$ cat src/rtl/flit_check_sink.sv
// Four-phase req/ack flit sink: checks payloads against an incrementing sequence and counts flits and errors.
// ack rises ACK_DELAY edges after capture and falls on the first edge sampling req low; a new flit is taken only in IDLE.
module flit_check_sink #(
  parameter int SIZE        = 8,
  parameter int max_flits   = 5,
  parameter int START_VALUE = 0,
  parameter int ACK_DELAY   = 0,
  parameter int CNT_W       = 16
) (
  input  logic             clk,
  input  logic             reset,
  input  logic             req,
  output logic             ack,
  input  logic [SIZE-1:0]  data,
  output logic [CNT_W-1:0] flit_count,
  output logic [CNT_W-1:0] error_count,
  output logic             done,
  output logic             overflow,
  output logic [SIZE-1:0]  last_data
);

  localparam int               DW         = (ACK_DELAY > 2) ? $clog2(ACK_DELAY) : 1;
  localparam logic [DW-1:0]    DELAY_LOAD = DW'((ACK_DELAY > 0) ? ACK_DELAY - 1 : 0);
  localparam logic [CNT_W-1:0] MAXF       = CNT_W'(max_flits);
  localparam logic [SIZE-1:0]  START      = SIZE'(START_VALUE);

  typedef enum logic [1:0] {IDLE, WAIT, ACK} state_t;

  state_t           state;
  logic [SIZE-1:0]  expected;
  logic [DW-1:0]    delay;
  logic [CNT_W-1:0] flit_count_nxt;

  assign flit_count_nxt = (flit_count == '1) ? flit_count : flit_count + 1'b1;

  always_ff @(posedge clk or posedge reset) begin
    if (reset) begin
      state       <= IDLE;
      ack         <= 1'b0;
      flit_count  <= '0;
      error_count <= '0;
      done        <= 1'b0;
      overflow    <= 1'b0;
      last_data   <= '0;
      expected    <= START;
      delay       <= '0;
    end else begin
      case (state)
        IDLE: begin
          if (req) begin
            last_data  <= data;
            flit_count <= flit_count_nxt;
            if (data != expected && error_count != '1)
              error_count <= error_count + 1'b1;
            // expected always advances so a single corrupt flit costs exactly one error
            expected <= expected + 1'b1;
            if (done)
              overflow <= 1'b1;
            if (MAXF != '0 && flit_count_nxt == MAXF)
              done <= 1'b1;
            if (ACK_DELAY == 0) begin
              ack   <= 1'b1;
              state <= ACK;
            end else begin
              delay <= DELAY_LOAD;
              state <= WAIT;
            end
          end
        end
        WAIT: begin
          if (delay == '0) begin
            ack   <= 1'b1;
            state <= ACK;
          end else begin
            delay <= delay - 1'b1;
          end
        end
        ACK: begin
          if (!req) begin
            ack   <= 1'b0;
            state <= IDLE;
          end
        end
        default: begin
          ack   <= 1'b0;
          state <= IDLE;
        end
      endcase
    end
  end

endmodule

$ cat config.mk
export PLATFORM = sky130hd
export DESIGN_NAME = flit_check_sink
export DESIGN_NICKNAME = d
export VERILOG_FILES = /design/src/rtl/flit_check_sink.sv
export SDC_FILE = /design/constraint.sdc
export NUM_CORES = 1
export LEC_CHECK = 0
export CAP_MARGIN = 10
export CORE_ASPECT_RATIO = 0.6
export CORE_MARGIN = 8
export CORE_UTILIZATION = 51
export CTS_CLUSTER_SIZE = 12
export DETAILED_ROUTE_END_ITERATION = 10
export PLACE_DENSITY_LB_ADDON = 0.1
export SLEW_MARGIN = 40
export SYNTH_ARGS = -nofsm -noshare
export SYNTH_HDL_FRONTEND = slang
export SYNTH_SLANG_ARGS = --single-unit
export TNS_END_PERCENT = 50
$ cat constraint.sdc
create_clock -name clk -period 2.6 [get_ports clk]
set_clock_uncertainty 0.15 [all_clocks]
set_input_delay 0.26 -clock clk [delete_from_list [all_inputs] [get_ports clk]]
set_output_delay 0.26 -clock clk [all_outputs]
set_load 0.02 [all_outputs]
After elaboration in Yosys (flattened, before gate mapping)
Cells that the tools add are included. W data, S select, Z words.

Word-level logic and storage cells: 39. RAM bits: 0. Register bits: 54. Output and inout bits: 43. Input port bits: 11. Bits in read-only memories: 0. Latch bits: 0. Memories: 0.

$lt $le $gt $ge: 0. Bitwise gates (word level): 0. Shift operators: 0. Add/sub/neg operators: 4. Equal/unequal tests: 9. Muxes and demuxes: 10. Divide/modulo/power cells: 0. Reductions and logical operators: 7. Multipliers: 0.

Operators with widths (number): $add A16 B1 Y16 const B (2); $eq A16 B16 Y1 const B (1); $eq A16 B3 Y1 const B (1); $mux W16 (1); $ne A16 B16 Y1 const B (1); $reduce_and A3 Y1 (4); $add A8 B1 Y8 const B (1); $ne A8 B8 Y1 (1); $mux W2 (3); $ne A2 B2 Y1 const B (3); $pmux W2 S3 (1); $mux W1 (4); $pmux W1 S3 (1); $eq A2 B1 Y1 const B (1); $eq A2 B2 Y1 const B (1); $logic_not A2 Y1 (1); $reduce_and A2 Y1 (1); $logic_and A1 B1 Y1 (1); $sub A1 B1 Y1 const B (1).

Logic depth before layout (Yosys ltp)
Depth in word-level cells: 4. Depth in mapped cells: 7. Depth with buffers taken out: 6.

Worst setup path before layout
No wires, ideal clock.

Path type: reg-to-reg. From: reg flit_count[0]. To: reg flit_count[5]. Required time: 2.313 ns. Buffers on the path: 0. Setup slack: 0.337 ns. Library setup time: 0.137 ns. Period minus slack after synthesis: 2.263 ns. Arrival: 1.976 ns. Cell stages (with the launch flop): 7. Cell sequence: dfrtp_1 > ha_1 > nand3_1 > o41ai_4 > nor2_1 > and3_1 > xor2_1.

Longest elaborated chain between the ends: 2. Elaborated cells between the ends (all ways): 3. Classes of those cells: add/sub: 1; eq/ne: 1; mux: 1.

RTL lines: start: declaration (line 15) `output logic [CNT_W-1:0] flit_count,`; start signal: assignment (line 52) `flit_count <= flit_count_nxt;`; $add A16 B1 Y16 / $eq A16 B16 Y1 (equally long branches) (line 34) `assign flit_count_nxt = (flit_count == '1) ? flit_count : flit_count + 1'b1;`; $mux W16 * (line 34).

Every way passes the cells marked *; elsewhere a longest branch is shown, timed or not. A chain may end at the register's enable or synchronous reset.

Worst setup path in the final report
From: reg flit_count[0]. To: reg done.

Longest elaborated chain between the ends: 4. Elaborated cells between the ends (all ways): 5. Classes of those cells: add/sub: 1; eq/ne: 2; mux: 1; reduce/logical: 1.

RTL lines: $add A16 B1 Y16 / $eq A16 B16 Y1 (equally long branches) (line 34); $mux W16 * (line 34); $eq A16 B3 Y1 * (line 59) `if (MAXF != '0 && flit_count_nxt == MAXF)`; $reduce_and A3 Y1 (no line) *; end signal: assignment (line 42) `done <= 1'b0;`; end signal: assignment (line 60) `done <= 1'b1;`; end: declaration (line 17) `output logic done,`.

Marked as above.

==> impl_metrics.csv <==
group,metric,value,unit
run_status,status,"finished clean",
timing,finalSetupViolations,0,
clock_network,cts_inserted_buffers,5,
route,detail-route-antenna-nets,0,
layout,fin_util,0.668,
clock_network,root_buffer,"clkbuf_8",
timing,clock.fmax,415,MHz
synthesis,synth.most_common_cell,"dfrtp_1",
clock_network,clockBufferDepth,2,
global_route,grt_first_pass_wirelength,10.0,mm
route,drc,0,
die,start_util,0.529,
synthesis,yosysWarnings,0,
critical_path,max_stage_delay,460,ps
clock_network,h-tree-depth,2,
timing,hold_viol,0,
synthesis,syn_inst,246,
timing,rsz0062_at_grt,"false",
layout,drive_above_1_share,0.115,
pwr,pwr_density_cell,829,mW/mm²
critical_path,worst_setup_path_end_kind,"register",
clock_network,hold_buffers,0,
placement,routabilityCongestion,0.862,
critical_path,cp_num_buf_inv,0,
route,drt-pass1-iter-count,4,
pwr,ir_drop,0.685,mV
die,dieArea,0.00790,mm²
placement,detailed_place_hpwl,4.36,mm
run,max-cap-violations,0,
route,avgViaCountPerCell,5.40,
critical_path,crit_required,2640,ps
layout,area_delta_synth_final,26.2,%
route,drtIter0Drc,191,
die,io_pins,54,
timing,slew_violations,0,
critical_path,cp_max_fo,6,
die,core,0.00505,mm²
synthesis,yosysTopAreaCell,"dfrtp_1",
synthesis,yosysUniqueCellTypes,44,
placement,dp_cells,364,
global_route,gr-usage-all-layers,0.157,
synthesis,syn_nets,261,
critical_path,start_kind,"register",
pwr,p_leak,1.45,nW
die,die_x,110,µm
layout,stdcell_count,370,
critical_path,timing_worst_setup_path_type,"reg -> reg",
synthesis,postSynthAreaPerCell,10.9,µm²
timing,timing.slew.headroom,0.582,
clock_network,clock_sinks,51,
global_route,overflow,0,
synthesis,netlist_top_cells_count,"dfrtp_1 (51), xnor2_1 (27), nand2_1 (21), xor2_1 (18), nand4_1 (16)",
global_route,grt_pass1_vias,1967,
global_route,antenna_found_initial,0,
synthesis,seq_area_frac_synth,0.477,
die,num_rows,20,
layout,antennaDiodeCount,0,
critical_path,worst_ep_arrival_time,2450,ps
timing,worst_pin_slew,627,ps
clock_network,insertion_delay,290,ps
synthesis,ys_ff_latch,51,
synthesis,yosys_most_used_dff,"dfrtp_1",
timing,period_minus_slack,2410,ps
route,num_vias,1999,
synthesis,netlist_area,0.00268,mm²
die,die_y,72.1,µm
layout,nNetsFinal,320,
global_route,grt_max_degree,52,
placement,numPortBuffers,53,
synthesis,async_flop_share,1.00,
critical_path,path_cells,"ha_1, nand3_1, nor4_4, o21ai_1, mux2_2, o41ai_2",
min_path,min_path_type,"in -> async",
route,wl,5.76,mm
synthesis,synth_area_leaders,"dfrtp_1 (48%), xnor2_1 (8.8%), xor2_1 (5.9%), mux2_2 (5.0%), nand4_1 (3.7%)",
critical_path,critPathSlowestCell,"nor4_4",
synthesis,synth_top_cell_area_share,0.477,
route,drt-wirelength-per-cell,15.6,µm
timing,period_share,0.928,
clock_network,clk_pin_slew_worst_paths,80,ps
synthesis,synth-edff-count,0,
layout,n_fill_cell,406,
critical_path,critPathTopFamily,"simple AND/OR/NAND/NOR gates",
clock_network,cts_tree,"yes",
timing,fin_setup_tns,0,ps
tightest hold or removal path: cells and delay by family:
kind | cells | cell delay (ps)
buffers and inverters | 3 | 970
state kept, by name, indices dropped and copies added, names as in the netlist:
| signal | count |
|---|---|
| flit_count | 16 |
| done | 1 |
| overflow | 1 |
| error_count | 16 |
| last_data | 8 |
| ack | 1 |
| expected | 8 |
cells by family (layout without fill, tap and decap cells):
logic type / Yosys count / after routing / synth area share
adder cells (fa/ha/maj): 4 / 4 / 0.0187
buffers and inverters: 16 / 74 / 0.0252
XOR/XNOR: 45 / 45 / 0.147
flip-flops: 51 / 51 / 0.477
multiplexers: 13 / 13 / 0.0542
AO/OA/AOI/OAI: 18 / 18 / 0.0542
AND/OR/NAND/NOR: 99 / 99 / 0.223
repair_timing:
item	in CTS	in global routing
buffers inserted	0	0
setup endpoints to repair	0	1
gates resized for setup	0	1
power breakdown:
group | total [mW] | switching (mW) | internal (mW)
combinational | 1.15 | 0.563 | 0.584
clock | 0.412 | 0.232 | 0.180
sequential | 1.24 | 0.248 | 0.994
cell type report:
class,instances,area (µm²),share of cell area
repair buffers,59,576,0.170
clock buffers,6,72.6,0.0215
flip-flops and latches,51,1280,0.378
well taps,66,82.6,0.0244
multi-input cells,179,1340,0.396
inverters,9,33.8,0.0100
metrics by stage:
step | setup slack, ps | power [mW] | area [µm²] | hold slack (ps)
after floorplan | 337 | 1.92 | 2680 | 262
after global placement | 300 | 2.39 | 3300 | 322
after detailed placement | 237 | 2.41 | 3300 | 317
after CTS | 201 | 2.84 | 3370 | 330
after global routing | 0.966 | 3.01 | 3380 | 362
final | 188 | 2.80 | 3380 | 308
cell usage in the layout (no fill, tap or decap), types with 2 or more instances in the layout:
cell type and instances:
inv_1 8, or3_1 3, and3_1 7, mux2_2 12
clkbuf_8 5, nor2_1 14, nand4_1 16, xor2_1 18
and2_1 2, nor3_1 7, nor4_1 3, nand3_1 8
nand2_1 21, a31oi_1 4, nor4_4 2, xnor2_1 27
ha_1 4, nand4_2 2, o21ai_0 2, dfrtp_1 51
a21oi_1 4, nand4b_1 2, buf_4 6, clkdlybuf4s50_1 53
nor4bb_1 3
path summary, 6_finish.rpt:
kind,startpoint,cells past startpoint,slack [ps],endpoint
worst max-delay path,flit_count[0],6,190,done
worst min-delay path,reset,3,310,flit_count[5]
worst max register to register,flit_count[0],6,190,done
worst min register to register,overflow,1,340,overflow
max in group asynchronous,reset,3,1570,flit_count[8]
min in group clk,overflow,1,340,overflow
per-layer routing:
metal | wire [µm] | vias up | global-route usage
met1 | 3050 | 949 | 0.245
met3 | 476 | 2 | 0.0513
met5 | 0 | - | 0
li1 | - | 993 | -
met2 | 2220 | 55 | 0.203
met4 | 19 | 0 | 0.0268
Power figures use the tool's default switching activity.
